<file path="config.mk">
export PLATFORM = sky130hd
export DESIGN_NAME = sa_mult_seq
export DESIGN_NICKNAME = d
export VERILOG_FILES = /design/src/rtl/sa_mult_seq.sv
export SDC_FILE = /design/constraint.sdc
export NUM_CORES = 1
export LEC_CHECK = 0
export CORE_AREA = 2 2 102 65
export DETAILED_ROUTE_END_ITERATION = 6
export DIE_AREA = 0 0 104 67
export GPL_ROUTABILITY_DRIVEN = 0
export HOLD_SLACK_MARGIN = 0.03
export PLACE_DENSITY = 0.78
export RECOVER_POWER = 25
export SLEW_MARGIN = 15
export SYNTH_ARGS = -nofsm -noshare
export SYNTH_HDL_FRONTEND = slang
export SYNTH_SLANG_ARGS = --single-unit
</file>
<file path="constraint.sdc">
create_clock -name clk -period 3.6 [get_ports clk]
set_input_delay 0.72 -clock clk [delete_from_list [all_inputs] [get_ports clk]]
set_output_delay 0.72 -clock clk [all_outputs]
set_load 0.05 [all_outputs]
</file>
<file path="src/rtl/sa_mult_seq.sv">
// Sequential shift-and-add multiplier (unsigned) with a square/multiply mode select.
// It takes one multiplier bit per cycle and holds the last completed product on q.
module sa_mult_seq #(
  parameter int WIDTH = 8
) (
  input  logic               clk,
  input  logic               reset,
  input  logic               start,
  input  logic               mode,
  input  logic [WIDTH-1:0]   a,
  input  logic [WIDTH-1:0]   b,
  output logic [2*WIDTH-1:0] q,
  output logic               busy,
  output logic               done
);

  localparam int CW = (WIDTH > 1) ? $clog2(WIDTH) : 1;
  localparam logic [CW-1:0] LAST_CNT = CW'(WIDTH - 1);

  typedef enum logic [1:0] {
    IDLE = 2'd0,
    RUN  = 2'd1,
    DONE = 2'd2
  } state_t;

  state_t               state_r;
  logic [2*WIDTH-1:0]   acc_r;
  logic [2*WIDTH-1:0]   q_r;
  logic [WIDTH-1:0]     a_r;
  logic [WIDTH-1:0]     b_r;
  logic [CW-1:0]        cnt_r;
  logic                 busy_r;
  logic                 done_r;
  logic [2*WIDTH-1:0]   addend_s;
  logic [2*WIDTH-1:0]   sum_s;

  // Partial product for the current multiplier bit, and the running sum including it.
  always_comb begin
    addend_s = {(2*WIDTH){1'b0}};
    if (b_r[0]) begin
      addend_s = {{WIDTH{1'b0}}, a_r} << cnt_r;
    end else begin
      addend_s = {(2*WIDTH){1'b0}};
    end
    sum_s = acc_r + addend_s;
  end

  // Control FSM and datapath registers; the last RUN edge writes the sum straight into q.
  always_ff @(posedge clk or negedge reset) begin
    if (!reset) begin
      state_r <= IDLE;
      acc_r   <= {(2*WIDTH){1'b0}};
      q_r     <= {(2*WIDTH){1'b0}};
      a_r     <= {WIDTH{1'b0}};
      b_r     <= {WIDTH{1'b0}};
      cnt_r   <= {CW{1'b0}};
      busy_r  <= 1'b0;
      done_r  <= 1'b0;
    end else begin
      case (state_r)
        IDLE: begin
          done_r <= 1'b0;
          if (start) begin
            a_r     <= a;
            b_r     <= mode ? a : b;
            acc_r   <= {(2*WIDTH){1'b0}};
            cnt_r   <= {CW{1'b0}};
            busy_r  <= 1'b1;
            state_r <= RUN;
          end else begin
            busy_r  <= 1'b0;
            state_r <= IDLE;
          end
        end
        RUN: begin
          acc_r <= sum_s;
          b_r   <= b_r >> 1;
          cnt_r <= cnt_r + CW'(1);
          if (cnt_r == LAST_CNT) begin
            q_r     <= sum_s;
            busy_r  <= 1'b0;
            done_r  <= 1'b1;
            state_r <= DONE;
          end else begin
            busy_r  <= 1'b1;
            done_r  <= 1'b0;
            state_r <= RUN;
          end
        end
        DONE: begin
          busy_r  <= 1'b0;
          done_r  <= 1'b0;
          state_r <= IDLE;
        end
        default: begin
          busy_r  <= 1'b0;
          done_r  <= 1'b0;
          state_r <= IDLE;
        end
      endcase
    end
  end

  assign q    = q_r;
  assign busy = busy_r;
  assign done = done_r;

endmodule

</file>
==> Flow_metrics.wiki <==
{| class="wikitable"
! Metric !! Value
|-
| Placement-stage cell area || 0.00370 mm²
|-
| Number of flops mapped to enable cells by yosys || 0
|-
| Remaining number of nets flagged by the antenna check after routing || 0
|-
| Post-detailed-route via-to-cell ratio || slightly below 6
|-
| Post-synthesis cell area || 0.00328 mm²
|-
| Multiplexer share of the synthesized area || approximately 11%
|-
| Final design instance area without fill || 0.00378 mm²
|-
| Share of the synthesized netlist area taken by xor and xnor gates || between 3 and 4%
|-
| Post-route insts no fill || between 400 and 500
|-
| Post-CTS setup buffer count || 0
|-
| DIE AREA || about 0.0070 mm²
|-
| Syn Inst Count || 339
|-
| Wire per inst || ~17 µm
|-
| Setup repair after global routing missed its margin || false
|-
| Proportion of register bits with asynchronous set or reset after synthesis || 100%
|-
| Worst Setup End Kind || flip-flop
|-
| Area share of and/or/nand/nor cells after synthesis || 15.7%
|-
| Clock Sink Count || 53
|-
| Final Hold Violating Endpoints || 0
|-
| Worst-path fanout max || 15
|-
| PD cells || approximately 880 mW/mm²
|-
| First-pass GRT wire length || 13000 µm
|-
| Via count || approximately 2.7k
|-
| Share of synthesized cell area in full adder, half adder and majority cells || under 10%
|-
| Mean instance size in the synthesized netlist || around 9.7 µm²
|-
| Number of warnings issued by yosys || 0
|-
| Buffer levels on the longest clock path || 2
|-
| Cell at the root of the clock tree || clkbuf_8
|-
| Pre-Repair DR Iteration Count || 4
|-
| Path class of the lowest-slack min-delay path || flip-flop to flip-flop
|-
| Number of gates resized after cts || 0
|-
| Leakage component of the power || between 0.0015 and 0.002 µW
|-
| Number of hold-repair buffers added at the cts stage || 0
|-
| Total of flip-flops plus latches after synthesis || between 50 and 60
|-
| Insertion delay of the later-clocked pin in the worst-skew pair || 0.31 ns
|-
| Max H-tree Level || 2
|-
| Post-layout util || between 60% and 70%
|-
| Pins over their slew limit || 32
|-
| Primary flip-flop cell chosen by synthesis mapping || dfrtp_1
|-
| Number of input and output port buffers inserted || 37
|-
| DIE HEIGHT || 67 µm
|-
| Measured slew at the worst slew-check pin || about 1.7 ns
|-
| Largest net degree at the start of global routing || 32
|-
| Compound-cell area share of the yosys netlist || between 10% and 20%
|-
| Floorplan core area || a little under 0.006 mm²
|-
| Initial cell density of the core || 55.1%
|-
| Maximum achievable frequency || about 300 MHz
|-
| Final cycle utilization of the critical path || a little over 90%
|-
| Worst path required time || between 3 and 4 ns
|-
| Status || finished, violations left
|-
| Area taken by flip-flops and latches || approximately 0.0013 mm²
|-
| Violated checks || capacitance limit, slew limit
|-
| Most frequent cells in the layout || 53 x dfrtp_1, 41 x nand2_1, 36 x clkdlybuf4s50_1
|-
| Layout overhead on the synthesized area || 15.3%
|-
| TritonCTS buffer count || 5
|-
| Io pins || 38
|-
| Post-detailed-routing wire length || about 7700 µm
|-
| Clock tree from TritonCTS || built
|-
| Critical Path Start Type || flip-flop
|-
| Fraction of layout cells with a size suffix above 1 || between 10% and 20%
|-
| Antenna cell count || 0
|-
| Clock Skew || about 0.0055 ns
|-
| Number of max-cap violations || 1
|-
| Dpl hpwl || between 5000 and 6000 µm
|-
| Area of combinational cells with multiple inputs || roughly 0.0018 mm²
|-
| Kind of critical path || flip-flop to flip-flop
|-
| Drt drc || 0
|-
| Post-layout nets || 409
|-
| Sequential area share after synthesis || just over 40%
|-
| Largest family of logic cells by synthesized area || compound AO/OA/AOI/OAI gates
|-
| Data arrival at the endpoint of the critical path || 3.56 ns
|-
| Most common cell after layout, fill and taps aside || dfrtp_1
|-
| Max-slew headroom || -11.0%
|-
| Period minus WS final || around 3.4 ns
|-
| Worst slack on hold paths || 0.488 ns
|-
| Placed Cells || approximately 450
|-
| Clock input transition at the sequential cells of the worst setup and hold paths || approximately 0.1 ns
|-
| Number of DRC markers in iteration 0 || about 210
|-
| Number of antenna violations at the first check in global routing || 0
|-
| Total Neg Setup Slack || 0 ns
|-
| Final number of setup-violating endpoints || 0
|-
| Layout fillers || approximately 510
|-
| Worst ir drop on vdd || ~0.00045 V
|-
| Grt ovf || 0
|-
| Global routing usage summed across all routing layers || 23.8%
|-
| Floorplan row count || 22
|-
| Count of different cell masters after synthesis || just over 50
|-
| Net count after synthesis || roughly 380
|-
| Vias in the first global route || between 2k and 3k
|-
| Die X || roughly 100 µm
|}
## cell type report
type / instances / area share (%)
timing repair buffer: 45 / 11.1
tap: 84 / 2.78
multi-input combinational: 260 / 48.2
inverter: 6 / 0.596
clock buffer: 7 / 2.02
clock inverter: 1 / 0.199
sequential: 53 / 35.1
## flip-flops by register name, indices dropped and copies added, names as in the netlist
signal and count:
acc_r 16, cnt_r 3, q 16, b_r 8, a_r 8, done 1, state_r 1
## cells in the mapped netlist, types with 2 or more instances
cell type   n  area (µm²)
o311a_1     2        20.0
nor2b_1    13        81.3
xor2_1      5        43.8
nand4_1     7        43.8
and3_1      2        12.5
inv_1       6        22.5
buf_6       2        22.5
ha_1       17         213
nand3_1     8        40.0
o21ai_1     5        25.0
a31oi_1     2        12.5
nor3_1      6        30.0
dfrtp_1    53        1330
xnor2_1     7        61.3
nor2_1     16        60.1
clkbuf_1   12        45.0
a21oi_1    24         120
mux2_2     25         282
o31ai_1     2        15.0
or4_1       2        15.0
buf_2       3        15.0
and2_1      3        18.8
o21ai_0    21         105
o211a_1     2        20.0
nand2_1    41         154
a22oi_1     8        60.1
mux2i_1     8        80.1
a22o_1     12         105
a21o_1      3        22.5
## layer usage
metal	GRT usage, %	vias to the layer above	wire [µm]
met3	4.50	7	345
li1	-	1288	-
met5	0	-	0
met4	6.59	0	74
met2	35.4	56	3230
met1	35.4	1310	4020
## worst max-delay path: stages (launching register included)
cell     delay [ns]
dfrtp_1        0.68
mux2_2         0.41
and2_1         0.17
o311a_1        0.33
ha_1           0.38
nand2_2        0.11
or4_4          0.54
and2_4         0.16
a21oi_4        0.18
xnor2_1        0.18
o21ai_1        0.09
## worst paths after layout
path | cells after the start | slack [ns] | startpoint | to
setup reg to reg | 10 | 0.24 | cnt_r[1]$_DFFE_PN0P_ | acc_r[12]$_DFFE_PN0P_
min in group asynchronous | 1 | 0.82 | reset | b_r[3]$_DFFE_PN0P_
max in group asynchronous | 2 | 0.94 | reset | cnt_r[2]$_DFFE_PN0P_
setup / recovery | 10 | 0.24 | cnt_r[1]$_DFFE_PN0P_ | acc_r[12]$_DFFE_PN0P_
hold reg to reg | 2 | 0.49 | q[12]$_DFFE_PN0P_ | q[12]$_DFFE_PN0P_
hold / removal | 2 | 0.49 | q[12]$_DFFE_PN0P_ | q[12]$_DFFE_PN0P_
## cells by family after synthesis
| family | after synthesis |
|---|---|
| and+or+nand+nor | 105 |
| AOI/OAI and AO/OA | 92 |
| DFF | 53 |
| muxes | 33 |
| buffers and inverters | 26 |
| adders and majority gates | 18 |
| xor gates and xnor gates | 12 |
## power by group
| part | internal, µW | switching [µW] |
|---|---|---|
| Sequential | 848 | 233 |
| Combinational | 787 | 1120 |
| Clock | 138 | 204 |
| Total | 1770 | 1560 |
## stage by stage
| step | power (µW) | setup WS, ns |
|---|---|---|
| floorplan | 2480 | 0.506 |
| global placement | 2910 | 0.396 |
| detailed placement | 2980 | 0.294 |
| CTS | 3330 | 0.267 |
| global route | 3580 | 0.0816 |
| finish | 3330 | 0.236 |
(Power assumes the default switching activity.)
